<file path="src/rtl/md_unit.sv">
// md_unit: multiply/divide unit with HI/LO result registers.
//
// Sits beside the main ALU in EX and is driven by a pre-decoded op code.
// Multiply-class ops (MULT/MULTU/MADD/MADDU/MSUB/MSUBU) take a fixed MUL_LAT
// busy cycles. Divides (DIV/DIVU) run a radix-2 restoring divider, one
// quotient bit per cycle, followed by one sign-fixup cycle (WIDTH+1 cycles).
// HI/LO are written only when an operation completes.
//
// Optional feature macro: MD_CANCEL_EN adds the cancel input, which aborts an
// in-flight op (no commit, no done) or suppresses an accept in IDLE.
//
// Ports:
//   clk     in   rising-edge clock
//   reset   in   asynchronous active-high reset, clears all state
//   start   in   op valid this cycle (accepted only in IDLE)
//   op      in   4-bit operation code, sampled only when start=1
//   a, b    in   WIDTH-bit operands (rs, rt)
//   cancel  in   abort / accept suppression (only with MD_CANCEL_EN)
//   hi, lo  out  HI and LO registers
//   busy    out  an operation is in flight
//   done    out  one-cycle pulse on the cycle after HI/LO commit
module md_unit #(
    parameter int unsigned WIDTH   = 32,
    parameter int unsigned MUL_LAT = 5
) (
    input  logic             clk,
    input  logic             reset,
    input  logic             start,
    input  logic [3:0]       op,
    input  logic [WIDTH-1:0] a,
    input  logic [WIDTH-1:0] b,
`ifdef MD_CANCEL_EN
    input  logic             cancel,
`endif
    output logic [WIDTH-1:0] hi,
    output logic [WIDTH-1:0] lo,
    output logic             busy,
    output logic             done
);

    localparam logic [3:0] OpNop   = 4'd0;
    localparam logic [3:0] OpMult  = 4'd1;
    localparam logic [3:0] OpMultu = 4'd2;
    localparam logic [3:0] OpDiv   = 4'd3;
    localparam logic [3:0] OpDivu  = 4'd4;
    localparam logic [3:0] OpMthi  = 4'd5;
    localparam logic [3:0] OpMtlo  = 4'd6;
    localparam logic [3:0] OpMadd  = 4'd7;
    localparam logic [3:0] OpMaddu = 4'd8;
    localparam logic [3:0] OpMsub  = 4'd9;
    localparam logic [3:0] OpMsubu = 4'd10;

    // One counter serves both the multiply latency and the divide iterations.
    localparam int unsigned CntMax = (WIDTH > MUL_LAT) ? WIDTH : MUL_LAT;
    localparam int unsigned CntW   = $clog2(CntMax + 1);
    localparam logic [CntW-1:0] MulLast = CntW'(MUL_LAT - 1);
    localparam logic [CntW-1:0] DivLast = CntW'(WIDTH - 1);

    typedef enum logic [1:0] {
        StIdle,
        StMul,
        StDiv,
        StFix
    } state_e;

    state_e            state_q;
    logic [CntW-1:0]   cnt_q;
    logic [3:0]        op_q;
    logic [WIDTH-1:0]  opa_q;     // raw operand A (also HI result for divide by zero)
    logic [WIDTH-1:0]  opb_q;     // raw operand B
    logic [WIDTH-1:0]  quo_q;     // dividend shifts out the top, quotient bits shift in
    logic [WIDTH-1:0]  rem_q;     // partial remainder
    logic [WIDTH-1:0]  dvs_q;     // divisor magnitude
    logic              q_neg_q;
    logic              r_neg_q;
    logic              dz_q;      // divide by zero
    logic [WIDTH-1:0]  hi_q;
    logic [WIDTH-1:0]  lo_q;
    logic              busy_q;
    logic              done_q;

    logic              cancel_w;

`ifdef MD_CANCEL_EN
    assign cancel_w = cancel;
`else
    assign cancel_w = 1'b0;
`endif

    // ------------------------------------------------------------------
    // Accept-time operand conditioning for divides
    // ------------------------------------------------------------------
    logic              div_signed;
    logic [WIDTH-1:0]  abs_a;
    logic [WIDTH-1:0]  abs_b;

    always_comb begin
        div_signed = (op == OpDiv);
        abs_a      = (div_signed && a[WIDTH-1]) ? (~a + 1'b1) : a;
        abs_b      = (div_signed && b[WIDTH-1]) ? (~b + 1'b1) : b;
    end

    // ------------------------------------------------------------------
    // Multiply datapath, evaluated from latched operands
    // ------------------------------------------------------------------
    logic                 mul_signed;
    logic [2*WIDTH-1:0]   ext_a;
    logic [2*WIDTH-1:0]   ext_b;
    logic [2*WIDTH-1:0]   product;
    logic [2*WIDTH-1:0]   mul_res;

    always_comb begin
        mul_signed = (op_q == OpMult) || (op_q == OpMadd) || (op_q == OpMsub);
        ext_a      = mul_signed ? {{WIDTH{opa_q[WIDTH-1]}}, opa_q} : {{WIDTH{1'b0}}, opa_q};
        ext_b      = mul_signed ? {{WIDTH{opb_q[WIDTH-1]}}, opb_q} : {{WIDTH{1'b0}}, opb_q};
        // Low 2*WIDTH bits of the sign-extended product are the exact signed result.
        product    = ext_a * ext_b;
        case (op_q)
            OpMadd, OpMaddu: mul_res = {hi_q, lo_q} + product;
            OpMsub, OpMsubu: mul_res = {hi_q, lo_q} - product;
            default:         mul_res = product;
        endcase
    end

    // ------------------------------------------------------------------
    // Restoring divider step
    // ------------------------------------------------------------------
    logic [WIDTH:0]    rem_shift;
    logic              rem_ge;
    logic [WIDTH-1:0]  rem_nxt;
    logic [WIDTH-1:0]  quo_nxt;

    always_comb begin
        rem_shift = {rem_q, quo_q[WIDTH-1]};
        rem_ge    = (rem_shift >= {1'b0, dvs_q});
        // When the subtraction is kept the result is below the divisor, so it fits WIDTH bits.
        rem_nxt   = rem_ge ? WIDTH'(rem_shift - {1'b0, dvs_q}) : rem_shift[WIDTH-1:0];
        quo_nxt   = {quo_q[WIDTH-2:0], rem_ge};
    end

    // ------------------------------------------------------------------
    // Sign fixup and divide-by-zero result
    // ------------------------------------------------------------------
    logic [WIDTH-1:0]  fix_hi;
    logic [WIDTH-1:0]  fix_lo;

    always_comb begin
        if (dz_q) begin
            fix_lo = '1;
            fix_hi = opa_q;
        end else begin
            // Signed overflow (-2^(W-1) / -1) falls out naturally: |a| = 2^(W-1),
            // quotient sign positive, so LO = 2^(W-1) = a and HI = 0.
            fix_lo = q_neg_q ? (~quo_q + 1'b1) : quo_q;
            fix_hi = r_neg_q ? (~rem_q + 1'b1) : rem_q;
        end
    end

    // ------------------------------------------------------------------
    // Control FSM with registered outputs
    // ------------------------------------------------------------------
    always_ff @(posedge clk or posedge reset) begin
        if (reset) begin
            state_q <= StIdle;
            cnt_q   <= '0;
            op_q    <= OpNop;
            opa_q   <= '0;
            opb_q   <= '0;
            quo_q   <= '0;
            rem_q   <= '0;
            dvs_q   <= '0;
            q_neg_q <= 1'b0;
            r_neg_q <= 1'b0;
            dz_q    <= 1'b0;
            hi_q    <= '0;
            lo_q    <= '0;
            busy_q  <= 1'b0;
            done_q  <= 1'b0;
        end else begin
            done_q <= 1'b0;
            case (state_q)
                StIdle: begin
                    if (start && !cancel_w) begin
                        case (op)
                            OpMthi: hi_q <= a;
                            OpMtlo: lo_q <= a;
                            OpMult, OpMultu, OpMadd, OpMaddu, OpMsub, OpMsubu: begin
                                op_q    <= op;
                                opa_q   <= a;
                                opb_q   <= b;
                                cnt_q   <= '0;
                                busy_q  <= 1'b1;
                                state_q <= StMul;
                            end
                            OpDiv, OpDivu: begin
                                op_q    <= op;
                                opa_q   <= a;
                                opb_q   <= b;
                                quo_q   <= abs_a;
                                dvs_q   <= abs_b;
                                rem_q   <= '0;
                                q_neg_q <= div_signed && (a[WIDTH-1] ^ b[WIDTH-1]);
                                r_neg_q <= div_signed && a[WIDTH-1];
                                dz_q    <= (b == '0);
                                cnt_q   <= '0;
                                busy_q  <= 1'b1;
                                state_q <= StDiv;
                            end
                            default: ;
                        endcase
                    end
                end

                StMul: begin
                    if (cancel_w) begin
                        cnt_q   <= '0;
                        busy_q  <= 1'b0;
                        state_q <= StIdle;
                    end else if (cnt_q == MulLast) begin
                        {hi_q, lo_q} <= mul_res;
                        done_q       <= 1'b1;
                        cnt_q        <= '0;
                        busy_q       <= 1'b0;
                        state_q      <= StIdle;
                    end else begin
                        cnt_q <= cnt_q + 1'b1;
                    end
                end

                StDiv: begin
                    if (cancel_w) begin
                        cnt_q   <= '0;
                        busy_q  <= 1'b0;
                        state_q <= StIdle;
                    end else begin
                        quo_q <= quo_nxt;
                        rem_q <= rem_nxt;
                        if (cnt_q == DivLast) begin
                            cnt_q   <= '0;
                            state_q <= StFix;
                        end else begin
                            cnt_q <= cnt_q + 1'b1;
                        end
                    end
                end

                StFix: begin
                    if (!cancel_w) begin
                        hi_q   <= fix_hi;
                        lo_q   <= fix_lo;
                        done_q <= 1'b1;
                    end
                    busy_q  <= 1'b0;
                    state_q <= StIdle;
                end

                default: begin
                    busy_q  <= 1'b0;
                    state_q <= StIdle;
                end
            endcase
        end
    end

    assign hi   = hi_q;
    assign lo   = lo_q;
    assign busy = busy_q;
    assign done = done_q;

endmodule

</file>
<file path="config.mk">
export PLATFORM = sky130hd
export DESIGN_NAME = md_unit
export DESIGN_NICKNAME = d
export VERILOG_FILES = /design/src/rtl/md_unit.sv
export SDC_FILE = /design/constraint.sdc
export NUM_CORES = 2
export LEC_CHECK = 0
export ABC_AREA = 1
export CAP_MARGIN = 20
export CORE_MARGIN = 5
export CORE_UTILIZATION = 57
export DETAILED_ROUTE_END_ITERATION = 6
export PLACE_DENSITY_LB_ADDON = 0.05
export SLEW_MARGIN = 10
export SYNTH_ARGS = -nofsm -noshare
export SYNTH_HDL_FRONTEND = slang
export SYNTH_SLANG_ARGS = --single-unit
</file>
<file path="constraint.sdc">
create_clock -name clk -period 32.9 [get_ports clk]
set_input_delay 6.58 -clock clk [delete_from_list [all_inputs] [get_ports clk]]
set_output_delay 6.58 -clock clk [all_outputs]
set_load 0.01 [all_outputs]
</file>
==> summary.txt <==
Yosys
  • Ys async rst share: 1.00
  • #FFs+latches synth: 241
  • Synth Flop Type: dfrtp_1
  • Mapped Cells: 9440
  • Mapped Area: 0.0716 mm²
  • Yosys top cell area share: 0.399
  • Cell taking the most area after synthesis: fa_1
  • EDFF count, synth: 0
  • Mean Syn Cell Area: 7.58 µm²
  • Main area contributors after synthesis: fa_1 40%, inv_1 14%, nand2_1 10%, dfrtp_1 8.4%, ha_1 7.1%
  • Most frequent cell after synthesis: inv_1
  • Synthesis Warnings: 0
  • Sequential share of the synthesized area: 0.0843
  • Synth top cells by count: 2579 x inv_1, 1989 x nand2_1, 1426 x fa_1, 577 x nor2_1, 423 x o21ai_0
  • Unique masters post-synth: 62
  • Syn nets: 11300

CTS
  • Bufs on Longest Clock Path: 3
  • Clk pin slew, worst setup/hold paths: 0.07 ns
  • H-tree lvl count: 1
  • Resize count post-CTS: 0
  • Hold_buf cts: 0
  • Clk_lat worst skew: 0.63 ns
  • Root Driver: clkbuf_16
  • CTS tree: done
  • Postcts setup bufs: 0
  • CTS sink count: 241
  • CTS Buf Count: 28

Worst setup path
  • CP dominant cell by count: inv_1
  • Worst EP required: 33.45 ns
  • Worst path buffer plus inverter count: 13
  • CP max stage delay: 0.65 ns
  • Worst path slowest cell: fa_1
  • Critical path type: reg -> reg
  • Crit path max-delay family: adder cells
  • Crit. End Element: flop
  • WP data arrival: 14.32 ns
  • Crit-path max FO: 10
  • Type of origin of the critical path: flop

Floorplan
  • Row count: 130
  • Die Y: 364 µm
  • Core Area: 0.125 mm²
  • Die area: 0.133 mm²
  • Starting Density: 0.571
  • Die W: 364 µm
  • # IOs: 137

Global routing
  • Largest net degree at the start of global routing: 153
  • First-pass GRT wire length: 388000 µm
  • Vias in the first global route: 64000
  • GR Overflow Total: 0
  • Initial antenna violation count: 11
  • Global Route Usage Sum: 0.390

STA
  • Final setup vio count: 0
  • Fin crit share: 0.419
  • Tightest hold margin: 0.482 ns
  • Fmax: 0.0726 GHz
  • Actual slew at the worst max-slew pin: 1.36 ns
  • Final setup TNS: 0 ns
  • RSZ-0062 raised after global routing: no
  • Final hold violations: 0
  • Setup skew after layout: 0.0409 ns
  • Final slew viol count: 0
  • Rel. slew slack: 0.0857
  • Tmin final: 13.77 ns

Final layout
  • Area delta synth->final: 5.48%
  • Multi-input gate area: 0.0544 mm²
  • Share of post-route cells with drive strength above 1: 0.0360
  • Fin nets: 11200
  • # fillers: 11700
  • Register area: 0.00604 mm²

Place
  • Placer Congestion: 1.04
  • Post-DP HPWL: 213000 µm
  • PortBufs: 136

Routing
  • WL/cell: 23.2 µm
  • Via count: 62100
  • Drt drc: 0
  • Initial DRC count: 6254
  • Antenna Nets Post-Route: 1
  • TritonRoute pass-1 iters: 6
  • Final wirelength: 255000 µm
  • Vias/cell: 5.64

Min path
  • Min-Delay Path Class: reg -> reg

Job
  • Max_cap viols: 0

Run status
  • Failing checks: antenna violations
  • Outcome: complete, but fails checks
-- sequential cells by signal, summed over array words and instances, names as in the netlist --
signal,cells
state_q,2
opa_q,32
op_q,4
q_neg_q,1
rem_q,32
lo,32
r_neg_q,1
cnt_q,6
hi,32
done,1
dz_q,1
opb_q,32
busy,1
quo_q,32
dvs_q,32
-- worst min-delay path, delay by kind of cell (launching register included) --
kind | cells | cell delay (ns)
AND/OR/NAND/NOR | 2 | 0.11
flip-flops | 1 | 0.35
-- cell families after synthesis --
kind of cell | synth area share
AO/OA/AOI/OAI | 0.0867
buffers and inverters | 0.157
XOR/XNOR | 0.0246
AND/OR/NAND/NOR | 0.177
flip-flops | 0.0843
adder cells (fa/ha/maj) | 0.470
-- worst paths after layout --
path                                       from                     to  slack (ns)  cells after the start
setup / recovery            op_q[3]$_DFFE_PP0P_     hi[24]$_DFFE_PP0P_       19.13                     55
hold / removal             opb_q[5]$_DFFE_PP0P_   opb_q[5]$_DFFE_PP0P_        0.48                      2
setup reg to reg            op_q[3]$_DFFE_PP0P_     hi[24]$_DFFE_PP0P_       19.13                     55
hold reg to reg            opb_q[5]$_DFFE_PP0P_   opb_q[5]$_DFFE_PP0P_        0.48                      2
max in group asynchronous                 reset  opa_q[10]$_DFFE_PP0P_       25.10                      3
min in group asynchronous                 reset  quo_q[23]$_DFFE_PP0P_        6.48                      2
-- metal layers --
metal  global-route usage  vias to the layer above  part of all wire
li1                     -                    27600                 -
met1                0.511                    30800              0.39
met2                0.629                     2978              0.45
met3               0.0727                      670             0.089
met4                0.191                        4             0.065
met5                    0                        -           0.00011
-- placed cells by master (no fill, tap or decap), drive strengths merged, types with 7 or more instances in the layout --
cell,netlist,routed
a211oi,11,11
a21boi,13,13
a21o,16,16
a21oi,365,365
a221oi,7,7
a31oi,88,88
a41oi,7,7
buf,25,106
clkbuf,356,42
clkdlybuf4s50,0,136
clkinv,6,13
dfrtp,241,241
fa,1426,1426
ha,408,408
inv,2603,2603
nand2,2007,2007
nand3,256,256
nand3b,11,11
nand4,44,44
nor2,600,600
nor3,100,100
nor4,23,23
o211ai,60,60
o21a,9,9
o21ai,448,448
o21bai,16,16
o221ai,20,20
o22ai,11,11
o31ai,16,16
or2,29,29
xnor2,58,58
xor2,139,139
-- cell type report --
cell class | count | area share
repair buffers | 248 | 0.0293
clock buffers | 36 | 0.0103
diodes | 6 | 0.000199
well taps | 1650 | 0.0273
inverters | 2609 | 0.130
multi-input cells | 6209 | 0.720
clock inverters | 14 | 0.00303
flip-flops and latches | 241 | 0.0800
-- metrics by stage --
stage / setup WS (ns) / utilization / instance area (µm²) / instances
global route: 18.31 / 0.603 / 75500 / 11000
floorplan: 19.70 / - / 71600 / 9440
detailed placement: 19.34 / 0.594 / 74400 / 11000
global placement: 19.25 / 0.594 / 74400 / 11000
CTS: 19.33 / 0.602 / 75400 / 11000
finish: 19.13 / 0.603 / 75500 / 11000
Power is not shown: default switching activity piles up to over one toggle a cycle in this logic, so the estimate is an artifact.
